**src/rtl/tdm_pkg.sv**
```systemverilog
// Shared definitions for the four-lane TDM demultiplexer.
package tdm_pkg;

  localparam int NUM_LANES     = 4;
  localparam int DEFAULT_WIDTH = 8;

  typedef logic [1:0] slot_t;

  localparam slot_t SLOT_FIRST = 2'd0;
  localparam slot_t SLOT_LAST  = 2'd3;

  // Slot following s; the 2-bit width makes 3 wrap to 0.
  function automatic slot_t next_slot(input slot_t s);
    return s + 2'd1;
  endfunction

endpackage

```
**src/rtl/tdm_slot_cnt.sv**
```systemverilog
// Slot tracker for the TDM demux.
// A valid beat with sof is forced to slot 0. Otherwise it takes the current slot.
// A sof that arrives while mid-frame latches a sticky sync error.
module tdm_slot_cnt
  import tdm_pkg::*;
(
  input  logic  clk,
  input  logic  rst,
  input  logic  i_valid,
  input  logic  i_sof,
  output slot_t o_slot,
  output slot_t o_target,
  output logic  o_sync_err
);

  slot_t r_slot;
  logic  r_sync_err;

  // The target only matters when i_valid is high. It is left ungated so the lane decode stays shallow.
  assign o_target   = i_sof ? SLOT_FIRST : r_slot;
  assign o_slot     = r_slot;
  assign o_sync_err = r_sync_err;

  // Advance past the accepted slot, and flag a sof that arrives while mid-frame.
  always_ff @(posedge clk) begin
    if (rst) begin
      r_slot     <= SLOT_FIRST;
      r_sync_err <= 1'b0;
    end else if (i_valid) begin
      r_slot <= next_slot(o_target);
      if (i_sof && (r_slot != SLOT_FIRST)) begin
        r_sync_err <= 1'b1;
      end
    end
  end

endmodule

```
**src/rtl/tdm_demux4.sv**
```systemverilog
// Four-lane TDM demultiplexer.
// Each accepted word lands in the lane selected by the slot tracker one cycle later.
// The lane update is marked by a one-cycle pulse on lane_valid.
module tdm_demux4
  import tdm_pkg::*;
#(
  parameter int WIDTH = DEFAULT_WIDTH
) (
  input  logic                 clk,
  input  logic                 rst,
  input  logic [WIDTH-1:0]     din,
  input  logic                 din_valid,
  input  logic                 sof,
  output logic [WIDTH-1:0]     y0,
  output logic [WIDTH-1:0]     y1,
  output logic [WIDTH-1:0]     y2,
  output logic [WIDTH-1:0]     y3,
  output logic [NUM_LANES-1:0] lane_valid,
  output logic                 frame_done,
  output slot_t                slot,
  output logic                 sync_err
);

  slot_t                w_target;
  logic [WIDTH-1:0]     r_lane [NUM_LANES];
  logic [NUM_LANES-1:0] r_lane_valid;
  logic                 r_frame_done;

  tdm_slot_cnt u_slot_cnt (
    .clk        (clk),
    .rst        (rst),
    .i_valid    (din_valid),
    .i_sof      (sof),
    .o_slot     (slot),
    .o_target   (w_target),
    .o_sync_err (sync_err)
  );

  // Capture the accepted word into its lane and raise the matching one-cycle pulses.
  always_ff @(posedge clk) begin
    if (rst) begin
      for (int i = 0; i < NUM_LANES; i++) begin
        r_lane[i] <= '0;
      end
      r_lane_valid <= '0;
      r_frame_done <= 1'b0;
    end else begin
      r_lane_valid <= '0;
      r_frame_done <= 1'b0;
      if (din_valid) begin
        r_lane[w_target]       <= din;
        r_lane_valid[w_target] <= 1'b1;
        r_frame_done           <= (w_target == SLOT_LAST);
      end
    end
  end

  assign y0         = r_lane[0];
  assign y1         = r_lane[1];
  assign y2         = r_lane[2];
  assign y3         = r_lane[3];
  assign lane_valid = r_lane_valid;
  assign frame_done = r_frame_done;

endmodule

```
**config.mk**
```make
export PLATFORM = sky130hd
export DESIGN_NAME = tdm_demux4
export DESIGN_NICKNAME = d
export VERILOG_FILES = /design/src/rtl/tdm_pkg.sv /design/src/rtl/tdm_slot_cnt.sv /design/src/rtl/tdm_demux4.sv
export SDC_FILE = /design/constraint.sdc
export NUM_CORES = 1
export LEC_CHECK = 0
export CORE_UTILIZATION = 37
export CTS_CLUSTER_SIZE = 24
export DETAILED_ROUTE_END_ITERATION = 16
export GPL_TIMING_DRIVEN = 0
export MAX_ROUTING_LAYER = met4
export PLACE_DENSITY = 0.73
export SYNTH_ARGS = -nofsm -noshare
export SYNTH_HDL_FRONTEND = slang
export SYNTH_SLANG_ARGS = --single-unit
```
**constraint.sdc**
```tcl
create_clock -name clk -period 1.6 [get_ports clk]
set_input_delay 0.48 -clock clk [delete_from_list [all_inputs] [get_ports clk]]
set_output_delay 0.48 -clock clk [all_outputs]
set_load 0.1 [all_outputs]
```
# --- Word-level counts from Yosys, hierarchy flattened ---
# Memories as Yosys holds them, arrays and structs flattened.
# Index checks and enable logic that the tools add are counted.
totals:
  n_memories: 1
  ram_bits: 32
  in_bits: 12
  register_bits: 8
op_classes:
  n_addsub: 1
  muxes: 11
  n_bitwise: 1
  n_reduce_logical: 6
  magnitude_cmp: 2
  eq_ne: 1
memory_table:
  columns: ["memory", "depth", "width", "read_ports", "rd_ports_with_merged_regs", "write_ports", "line_no", "source"]
  rows:
  - ["r_lane", 4, 8, 4, 0, 4, "tdm_demux4.sv:25", "logic [WIDTH-1:0] r_lane [NUM_LANES];"]
op_table:
  columns: ["operator", "count"]
  rows:
  - ["8-bit two-way mux", 1]
  - ["8-bit OR reduction", 1]
  - ["1-bit two-way mux", 7]
  - ["2-bit two-way mux", 2]
  - ["2-bit by 3-bit less-than comparator with 1-bit output (second input constant)", 1]
  - ["2-bit by 1-bit adder with 2-bit output (second input constant)", 1]
  - ["1-bit demux with 2-bit select", 1]
  - ["2-bit equality test (second input constant)", 1]
  - ["2-bit by 1-bit >= comparator with 1-bit output (second input constant)", 1]
  - ["1-bit logical AND", 2]
  - ["2-bit AND reduction", 1]
  - ["2-bit nonzero test", 1]
  - ["2-bit OR reduction", 1]
  - ["1-bit NOT", 1]

# --- Longest topological paths before layout ---
logic_depth:
  depth_word: 5
  depth_mapped: 5
  ltp_nobuf: 2

# --- Hierarchy ---
# A second synthesis with hierarchy kept.
hier_totals:
  hier_cells: 110
  hier_area_um2: 1617.8
by_module_without_submodules:
  columns: ["module", "instances", "cells_per_inst", "area_each_um2"]
  rows:
  - ["tdm_demux4", 1, 96, 1471.4]
  - ["tdm_slot_cnt", 1, 14, 146.4]

# --- Worst setup path before layout ---
# OpenSTA, ideal clock, no wires.
synth_timing:
  path_kind: "reg2reg"
  startpoint: "reg u_slot_cnt.r_slot[1], in the netlist u_slot_cnt.o_slot[1]"
  endpoint: "mem r_lane[2][0] in the netlist's numbering, enable pin"
  period_less_slack_ns: 2.065
  stages_incl_launch_ff: 3
  path_slack_ns: -0.465
  t_arrival_ns: 1.691
  path_cell_list: "dfxtp_1 nand2_1 o21bai_1"
synth_rtl:
  columns: ["item", "line_no", "source"]
  rows:
  - ["from (decl)", "tdm_slot_cnt.sv:16", "slot_t r_slot;"]
  - ["from (signal assigned)", "tdm_slot_cnt.sv:30", "r_slot <= next_slot(o_target);"]
  - ["to (decl)", "tdm_demux4.sv:25", null]

==> impl_summary.txt <==
----------------------------------------------------
[Die]
  Width of the die ... 67.6 µm
  Die Footprint ... 4570 µm²
  I/O pin cnt ... 52
  Placement Rows ... 23
  Height of the die ... 67.6 µm
  Starting utilization of the core area ... 39.3%
  Area of the core ... about 4100 µm²

[Timing]
  Count of endpoints failing hold in the final timing report ... 0
  Number of pins with negative max-slew slack in the final report ... 0
  Count of endpoints failing setup in the final report ... 0
  RSZ-0062 raised after global routing ... false
  Slew at the pin closest to its max-slew limit ... 498 ps
  Final critical path time including I/O delays and setup ... 1550 ps
  Highest clock frequency the design can meet ... about 650 MHz
  Final Skew ... 6.38 ps
  Final Cycle Share ... between 90% and 100%
  Setup ws final ... around 52 ps
  Slew headroom ... 67.0%
  Worst hold slack across all endpoints ... 462 ps

[Logic synthesis]
  Number of distinct library cells after synthesis ... 25
  Yosys warning total ... 0
  Yosys reg bits ... 39
  Share of synthesized area occupied by flip-flops and latches ... 69.1%
  Post-Synthesis Cell Area ... 1590 µm²
  Syn nets ... 125
  Number of cells produced by synthesis ... around 110
  Average size of a mapped cell ... 14.1 µm²

[Worst setup path]
  CP bufs+invs ... 1
  Crit start category ... register
  Crit path arrival time ... 1070 ps
  Critical path's top delay family ... buffers and inverters
  Category of the most critical setup path ... register to output port
  Crit path required time ... 1120 ps
  Cells along the critical path ... buf_2
  Worst Setup End Kind ... output port
  Standard cell with the maximum stage delay on the critical path ... sky130_fd_sc_hd__buf_2
  Critical path's largest stage delay ... 430 ps
  Maximum fanout along the worst path ... 1

[CTS]
  TritonCTS clock tree ... yes
  H-tree depth ... 2
  Clock root buffer ... sky130_fd_sc_hd__clkbuf_8
  Clock-pin transition on the worst setup and hold timing paths ... 80 ps
  Number of buffers on the longest clock path ... 2
  Clock Sink Count ... 39
  Total CTS buffers ... 5
  Clock latency of the later-clocked register in the worst-skew pair ... 290 ps

[Cells and area]
  Core occupancy in the finished layout ... 51.5%
  Area growth, synth to finish ... 31.2%
  Leading cell types in the layout, fill and taps excluded ... sky130_fd_sc_hd__buf_2, sky130_fd_sc_hd__edfxtp_1, sky130_fd_sc_hd__nor3_1, sky130_fd_sc_hd__nor2_1
  Most common cell after layout, fill and taps aside ... sky130_fd_sc_hd__buf_2
  Area of combinational cells with multiple inputs ... 403 µm²
  Ant diodes ... 0
  Fraction of layout cells with a size suffix above 1 ... between 40% and 50%
  Final instance area ... between 2000 and 2500 µm²
  Count of filler cells inserted in the layout ... around 360
  Combined flip-flop and latch cell area ... 1100 µm²
  Number of non-filler instances in the completed layout ... 220
  Net count, final ... 181

[Global route]
  Overall routing resource usage ... ~16%
  Pin count of the biggest net entering global routing ... 13
  Initial antenna violation count ... 0
  GR Overflow Total ... 0
  Vias in the first global route ... 947
  Global-route wire length before repair ... 4.99 mm

[Placed design]
  Number of port buffers ... 49
  Number of placed cells counting well taps ... between 200 and 250
  Post-place setup slack ... -557 ps
  Cell area after placement ... 2160 µm²
  Routability-driven placement congestion ratio ... about 0.80
  Placed wire-length estimate after detailed placement ... 2.38 mm

[Power]
  Ratio of total power to cell area ... roughly 1200 nW/µm²
  Peak supply drop ... ~0.00060 V
  Leakage dissipation ... 0.000896 µW

[Detailed routing]
  WL final ... 3.38 mm
  Vias per std cell ... 4.79
  Number of vias in the routed layout ... 1053
  Remaining number of nets flagged by the antenna check after routing ... 0
  Count of TritonRoute iterations in the first routing pass ... 4
  Initial DRC Count ... 62
  DRC violation count after routing ... 0
  DR WL/cell ... 15.4 µm

[Run status]
  Outcome ... completed

[Worst hold path]
  Worst hold-check path type ... register to register

[Flow run]
  Max-cap violations ... 0

----------------------------------------------------
## power breakdown
| group | switching [µW] | internal, µW | total (µW) |
|---|---|---|---|
| combinational | 499 | 97.6 | 597 |
| clock | 334 | 456 | 791 |
| sequential | 19.2 | 1150 | 1170 |
## cells in the mapped netlist (all sizes together)
cell type,count,area (µm²)
a21oi,1,5.00
and3b,1,8.76
buf,9,77.6
dfxtp,7,140
edfxtp,32,961
inv,10,37.5
nand2,1,3.75
nand2b,3,26.3
nand3b,1,20.0
nand4bb,1,11.3
nor2,13,48.8
nor2b,1,6.26
nor3,25,186
o211ai,1,7.51
o21ai,1,5.00
o21ba,1,10.0
o21bai,3,22.5
o2bb2ai,1,8.76
or2,1,6.26
## worst register-to-register path, delay by kind of cell, from the launching register on
family / cells / cell delay (ps)
buffers and inverters: 1 / 190
AO/OA/AOI/OAI: 1 / 290
flip-flops: 1 / 360
AND/OR/NAND/NOR: 1 / 230
## layout make-up
class                           instances  share of cell area, %
Buffer                                  9                   3.71
Clock buffer                            5                   3.29
Clock inverter                          3                   1.86
Inverter                               10                   1.80
Multi-Input combinational cell         55                   19.3
Sequential cell                        39                   52.9
Tap cell                               50                   2.99
Timing Repair Buffer                   49                   14.2
## through the flow
stage	total power [µW]	setup TNS, ps
finish	2560	0
global route	2630	0
CTS	2570	0
detailed placement	1840	-30860
global placement	1830	-27910
floorplan	1690	0
## flip-flops by register name (all words and copies together), names as in the netlist
name	cells
r_lane	32
lane_valid	4
u_slot_cnt.o_slot	2
u_slot_cnt.o_sync_err	1
## worst paths after layout
path / start / depth (start not counted) / to / slack, ps
hold reg to reg: u_slot_cnt.o_sync_err / 2 / u_slot_cnt.o_sync_err / 460
hold / removal: u_slot_cnt.o_sync_err / 2 / u_slot_cnt.o_sync_err / 460
setup / recovery: r_lane[0][5] / 1 / y0[5] / 50
setup reg to reg: u_slot_cnt.o_slot[0] / 3 / r_lane[2][7] / 200
## cell families after synthesis
family / synth area share (%)
simple gates: 20.0
flops: 69.1
buf+inv: 7.23
compound gates: 3.69
## metal layers
layer / track usage [%] / wire (µm) / vias up
li1: - / - / 506
met1: 22.5 / 1510 / 494
met2: 22.6 / 1570 / 49
met3: 3.55 / 275 / 4
met4: 6.38 / 23 / 0
met5: - / 0 / -
## timing repair
item                                    in CTS  in global routing
endpoints found under the hold margin        0                  0
buffers inserted                             0                  0
hold buffers                                 0                  0
resized for setup                          206                  0
endpoints found under the setup margin      72                  0
No activity file was read; power rests on OpenSTA's default activity.
